**src/rtl/mult_pkg.sv**
```systemverilog
// Shared constants for the shift-add multiplier: default operand width and the
// command-bit layout used by both the datapath and its control FSM.
package mult_pkg;

    // Default operand width in bits.
    localparam int unsigned DefaultWidth = 4;

    // Command vector layout {Sh, Ad, Load}, as driven by the control FSM.
    localparam int unsigned CmdBits    = 3;
    localparam int unsigned CmdLoadIdx = 0;
    localparam int unsigned CmdAdIdx   = 1;
    localparam int unsigned CmdShIdx   = 2;

    // Load overrides Ad/Sh, so strip them whenever Load is present.
    function automatic logic [CmdBits-1:0] mult_cmd_resolve(input logic [CmdBits-1:0] cmd);
        logic [CmdBits-1:0] res;
        res = cmd;
        if (cmd[CmdLoadIdx]) begin
            res           = '0;
            res[CmdLoadIdx] = 1'b1;
        end
        return res;
    endfunction

endpackage

```
**src/rtl/mult_bit_counter.sv**
```systemverilog
// Shift counter for the multiplier: counts Sh operations modulo WIDTH and flags
// the last one (count == WIDTH-1).
module mult_bit_counter
    import mult_pkg::*;
#(
    parameter int WIDTH = DefaultWidth
) (
    input  logic                     Clk,
    input  logic                     Rst,
    input  logic                     clr,
    input  logic                     inc,
    output logic [$clog2(WIDTH)-1:0] count,
    output logic                     last
);

    localparam int CW = $clog2(WIDTH);

    logic [CW-1:0] count_q;

    // Counter register: clear wins over increment, wrap explicitly for non-power-of-two WIDTH.
    always_ff @(posedge Clk or negedge Rst) begin
        if (!Rst) begin
            count_q <= '0;
        end else if (clr) begin
            count_q <= '0;
        end else if (inc) begin
            count_q <= last ? '0 : count_q + CW'(1);
        end
    end

    assign count = count_q;
    assign last  = (count_q == CW'(WIDTH - 1));

endmodule

```
**src/rtl/mult_datapath.sv**
```systemverilog
// Shift-add multiplier datapath: accumulator with carry, multiplicand register and
// shift counter, driven by Load/Ad/Sh from an external control FSM.
// Optional protocol checking (Err output) is enabled by defining MULT_DATAPATH_CHECK_EN.
module mult_datapath
    import mult_pkg::*;
#(
    parameter int WIDTH = DefaultWidth
) (
    input  logic               Clk,
    input  logic               Rst,
    input  logic               Load,
    input  logic               Ad,
    input  logic               Sh,
    input  logic [WIDTH-1:0]   Mcand,
    input  logic [WIDTH-1:0]   Mplier,
    output logic               M,
    output logic               K,
    output logic [2*WIDTH-1:0] Product
`ifdef MULT_DATAPATH_CHECK_EN
    ,
    output logic               Err
`endif
);

    localparam int CW = $clog2(WIDTH);

    logic [CmdBits-1:0] cmd;
    logic               load_en;
    logic               ad_en;
    logic               sh_en;
    logic [2*WIDTH:0]   acc_q;
    logic [2*WIDTH:0]   acc_d;
    logic [2*WIDTH:0]   acc_add;
    logic [WIDTH-1:0]   b_q;
    logic [WIDTH:0]     sum;
    logic [CW-1:0]      cnt;
    logic               last;

    assign cmd[CmdLoadIdx] = Load;
    assign cmd[CmdAdIdx]   = Ad;
    assign cmd[CmdShIdx]   = Sh;

    // Resolve priority once so every register sees the same effective command.
    always_comb begin
        logic [CmdBits-1:0] res;
        res     = mult_cmd_resolve(cmd);
        load_en = res[CmdLoadIdx];
        ad_en   = res[CmdAdIdx];
        sh_en   = res[CmdShIdx];
    end

    // Upper-half adder; the old carry bit is not an operand, it is replaced by the new carry.
    assign sum = {1'b0, acc_q[2*WIDTH-1:WIDTH]} + {1'b0, b_q};

    // Accumulator next state: optional add, then optional shift in the same cycle.
    always_comb begin
        acc_add = ad_en ? {sum, acc_q[WIDTH-1:0]} : acc_q;
        acc_d   = acc_add;
        if (load_en) begin
            acc_d = {1'b0, {WIDTH{1'b0}}, Mplier};
        end else if (sh_en) begin
            acc_d = {1'b0, acc_add[2*WIDTH:1]};
        end
    end

    // Accumulator and multiplicand registers.
    always_ff @(posedge Clk or negedge Rst) begin
        if (!Rst) begin
            acc_q <= '0;
            b_q   <= '0;
        end else begin
            acc_q <= acc_d;
            if (load_en) begin
                b_q <= Mcand;
            end
        end
    end

    mult_bit_counter #(
        .WIDTH (WIDTH)
    ) u_counter (
        .Clk   (Clk),
        .Rst   (Rst),
        .clr   (load_en),
        .inc   (sh_en),
        .count (cnt),
        .last  (last)
    );

    assign M       = acc_q[0];
    assign K       = last;
    assign Product = acc_q[2*WIDTH-1:0];

`ifdef MULT_DATAPATH_CHECK_EN
    logic err_q;
    logic wrapped_q;

    // Sticky protocol error: Ad with M=0, or a shift after the counter already wrapped.
    always_ff @(posedge Clk or negedge Rst) begin
        if (!Rst) begin
            err_q     <= 1'b0;
            wrapped_q <= 1'b0;
        end else if (load_en) begin
            err_q     <= 1'b0;
            wrapped_q <= 1'b0;
        end else begin
            if ((ad_en && !acc_q[0]) || (sh_en && wrapped_q)) begin
                err_q <= 1'b1;
            end
            if (sh_en && (cnt == CW'(WIDTH - 1))) begin
                wrapped_q <= 1'b1;
            end
        end
    end

    assign Err = err_q;
`else
    logic unused_cnt;
    assign unused_cnt = ^cnt;
`endif

endmodule

```
**config.mk**
```make
export PLATFORM = sky130hd
export DESIGN_NAME = mult_datapath
export DESIGN_NICKNAME = d
export VERILOG_FILES = /design/src/rtl/mult_pkg.sv /design/src/rtl/mult_bit_counter.sv /design/src/rtl/mult_datapath.sv
export SDC_FILE = /design/constraint.sdc
export NUM_CORES = 1
export LEC_CHECK = 0
export ABC_AREA = 1
export BUFFER_PORTS_ARGS = -buffer_cell sky130_fd_sc_hd__buf_2
export CORE_MARGIN = 2
export CORE_UTILIZATION = 30
export CTS_CLUSTER_DIAMETER = 40
export CTS_CLUSTER_SIZE = 10
export DETAILED_ROUTE_END_ITERATION = 10
export GPL_TIMING_DRIVEN = 0
export SLEW_MARGIN = 20
export SYNTH_ARGS = -nofsm -noshare
export SYNTH_HDL_FRONTEND = slang
export SYNTH_SLANG_ARGS = --single-unit
```
**constraint.sdc**
```tcl
create_clock -name Clk -period 3.9 [get_ports Clk]
set_input_delay 0.39 -clock Clk [delete_from_list [all_inputs] [get_ports Clk]]
set_output_delay 0.39 -clock Clk [all_outputs]
set_load 0.01 [all_outputs]
```
[Yosys cells after proc, flatten, opt, wreduce, memory -nomap -nowiden]
Index checks and enable logic that the tools add are counted.
Storage, ports and cells
  output and inout port bits: 10
  bits in registers: 15
  logic and storage cells: 15
  bits of input ports: 13
Cells by class
  muxes and demuxes: 7
  $add $sub $neg: 2
  reduce and logical (&&, ||, !) cells: 1
  equality and inequality tests: 1
Operators by type and width (number)
  $mux W9: 3
  $mux W2: 3
  $add A4 B4 Y5: 1
  $mux W3: 1
  $add A2 B1 Y2 const B: 1
  $eq A2 B2 Y1 const B: 1
  $reduce_bool A2 Y1: 1

[Logic depth before layout (Yosys ltp)]
  depth in word-level cells: 4
  gate-level depth with buffers: 8
  depth with buffers taken out: 8

[Cells and area by module]
Synthesis repeated with hierarchy kept, for this count alone.
Unflattened totals
  cell total of the unflattened synthesis: 107
  area, all modules: 910.9 µm²
By module, submodules not included
  mult_datapath: instances 1, seq. area each 325.3 µm², cells an instance 95, area an instance 809.5 µm²
  mult_bit_counter: instances 1, seq. area each 50.0 µm², cells an instance 12, area an instance 101.3 µm²

[Worst setup path after synthesis]
Ideal clock, no wire load.
  kind: register to register
  start point: reg acc_q[4]
  end point: reg acc_q[6]
  data required time: 3.783 ns
  arrival time: 1.476 ns
  clock period less this slack: 1.593 ns
  stages on the path, launching flop included: 8
  buffers on the path: 0
  setup time: 0.117 ns
  setup slack: 2.307 ns
  path through: dfrtp_1 ha_1 fa_1 xnor2_1 nand2_4 o21ai_2 or2_0 nand2_1
On the way
  cells in the longest elaborated chain, start to end: 4
RTL lines
  start: declaration: RTL line mult_datapath.sv:31  | logic [2*WIDTH:0] acc_q;
  start signal: assignment: RTL line mult_datapath.sv:69  | acc_q <= '0;
  start signal: assignment: RTL line mult_datapath.sv:72  | acc_q <= acc_d;
  $add A4 B4 Y5: RTL line mult_datapath.sv:53  | assign sum = {1'b0, acc_q[2*WIDTH-1:WIDTH]} + {1'b0, b_q};
  $mux W9: RTL line mult_datapath.sv:57  | acc_add = ad_en ? {sum, acc_q[WIDTH-1:0]} : acc_q;
  $mux W9: RTL line mult_datapath.sv:61  | end else if (sh_en) begin
  $mux W9: RTL line mult_datapath.sv:59  | if (load_en) begin
  net acc_d[6]: RTL line mult_datapath.sv:32  | logic [2*WIDTH:0] acc_d;
The timed path passes the listed nets, and every way through them passes these cells. The select of a mux whose other input is x is not followed.
A chain may end at the register's enable or synchronous reset.

[Final worst setup path]
Ends and elaborated chain as after synthesis.

==> flow_summary.yaml <==
status:
  status: "complete, no violations"
finish:
  layout_commonest_cell: "nand2_1"
  antenna_cells: 0
  nNetsFinal: 144
  syn_to_final_growth_pct: 19.2
  final_area_sq_mm: 0.00106
  final_cell_count_no_fill: 155
  fillCellCount: 300
  most-common-layout-cells: "32 x nand2_1, 21 x buf_2, 15 x dfrtp_1"
  drive_gt1_share_pct: 33.9
timing:
  finalSetupViolCount: 0
  rsz0062_at_grt: "false"
  drv_slew: 0
  max_freq_mhz: 590
  relSlewSlack_pct: 76.0
  finalClockSkew_ns: 0.00452
  fin_crit_ns: 1.69
  finalSetupTns_ns: 0
  hold_ws_ns: 0.00587
  worstMarginPinSlew_ns: 0.361
  final-hold-violation-count: 0
  finalCritPeriodShare_pct: 43.4
die:
  fp.coreArea_sq_mm: 0.00278
  die_h_microns: 58.5
  die_w_microns: 58.5
  rows: 19
  die_area_sq_mm: 0.00343
  start_util_pct: 32.1
  io_pins: 23
yosys:
  seq_area_frac_synth_pct: 42.1
  synth_nets: 118
  synth.distinct_cells: 26
  avgSynthCellArea_sq_um: 9.01
  syn_area_sq_um: 892
  syn_inst: 99
  ys_ff_latch: 15
  ys_warn_count: 0
routing:
  routedWlPerCell_microns: 11.0
  drc: 0
  vias_per_cell: 4.52
  dr.pass1.iters: 4
  ant_nets: 0
  vias: 701
  drt_wl_total_microns: 1700
  initialDrtViolationCount: 11
global_route:
  grt_pass1_wl_microns: 2880
  grt_overflow: 0
  grt_usage_pct: 11.0
  grt_pass1_vias: 678
  grt_max_degree: 16
  antenna_found_initial: 0
worst_setup_path:
  crit_type: "reg -> reg"
  worstPathMaxFanout: 3
  crit_path_end_kind: "flop"
  required_ns: 4.08
  crit_arrival_ns: 1.87
  cp-start-kind: "flop"
placement:
  hpwlAfterDp_microns: 1370
  gp_congestion: 0.714
  numPortBuffers: 21
  dp.cells: 151
  placed_area_sq_mm: 0.00104
power_and_ir_drop:
  p_per_area_mw_per_mm2: 334
  power_w: 0.000355
  p_leak_nw: 0.584
  peakVddDrop_mv: 0.233
hold_path:
  hold_class: "in -> async"
cts:
  clkSlewWorstSetupHoldPaths_ns: 0.09
  clk_latency_ns: 0.28
  clkSinkCount: 15
  cts.path.max_buffers: 2
  htree_levels: 1
  cts_setup_buffers: 0
  hold_buffers: 0
  numCtsBuffers: 3
  cts-root-buf: "clkbuf_4"
  cts_tree: "done"
  post_cts_resized: 0
flow_run:
  maxCapViolCount: 0
path summary, 6_finish.rpt:
kind,start,to,slack [ns],cells past startpoint
worst max-delay path,acc_q[4],acc_q[6],2.21,7
worst min-delay path,Rst,acc_q[0],0.006,1
worst max register to register,acc_q[4],acc_q[6],2.21,7
worst min register to register,b_q[3],b_q[3],0.49,2
max in group asynchronous,Rst,acc_q[4],3.63,1
min in group Clk,Mcand[3],b_q[3],0.31,3
cells in the mapped netlist, drive strengths merged:
library cell  number  area (sq um)
fa                 1          20.0
buf                9          71.3
nor2               3          18.8
o21ai              5          32.5
nand3              6          30.0
ha                 5          62.6
a21oi              1          5.00
a22o               1          8.76
dfrtp             15           375
o22ai              1          6.26
nand4              1          6.26
nand2             35           158
o211ai             2          15.0
or2                4          25.0
o221ai             1          8.76
inv                8          40.0
xnor2              1          8.76
cell type report:
class                      count  area, sq um  area share [%]
multi-input combinational     67          405            38.1
sequential                    15          375            35.3
timing repair buffer          21          105            9.88
buffer                         9         71.3            6.71
inverter                       8         40.0            3.76
tap                           31         38.8            3.65
clock buffer                   3         22.5            2.12
clock inverter                 1         5.00           0.471
per-stage QoR:
step                      setup WS, ns  util (%)
after CTS                         2.18      38.2
final                             2.21      38.2
after global routing              2.08      38.2
after floorplan                   2.31         -
after detailed placement          2.20      37.2
after global placement            2.21      37.2
metal layers:
layer | vias to the layer above | track usage (%) | part of all wire (%)
met5 | - | 0 | 0
met4 | 0 | 3.99 | 0.82
met2 | 21 | 18.0 | 47
met3 | 2 | 1.98 | 5.2
li1 | 366 | - | -
met1 | 312 | 14.5 | 47
power by group:
part           leakage, nW  switching (W)  internal (W)
Combinational        0.375      0.0000467     0.0000420
Sequential           0.192      0.0000104      0.000168
Clock               0.0177      0.0000492     0.0000380
Total                0.584       0.000106      0.000248
worst max-delay path, stage by stage (launching register included):
cell and delay, ns:
dfrtp_1 0.41, ha_1 0.24, fa_1 0.41, xnor2_1 0.25, nand2_4 0.06, o21ai_2 0.07
or2_0 0.12, nand2_1 0.05
logic make-up (layout without fill, tap and decap cells):
family,Yosys count,after routing,synth area share (%)
fa+ha+maj,6,6,9.26
buf+inv,17,42,12.5
compound gates,11,11,8.56
flops,15,15,42.1
xor+xnor,1,1,0.982
simple gates,49,49,26.7
sequential cells by signal (all words and copies together) (netlist names):
| register | cells |
|---|---|
| u_counter.count | 2 |
| acc_q | 9 |
| b_q | 4 |
(Power assumes the default switching activity.)
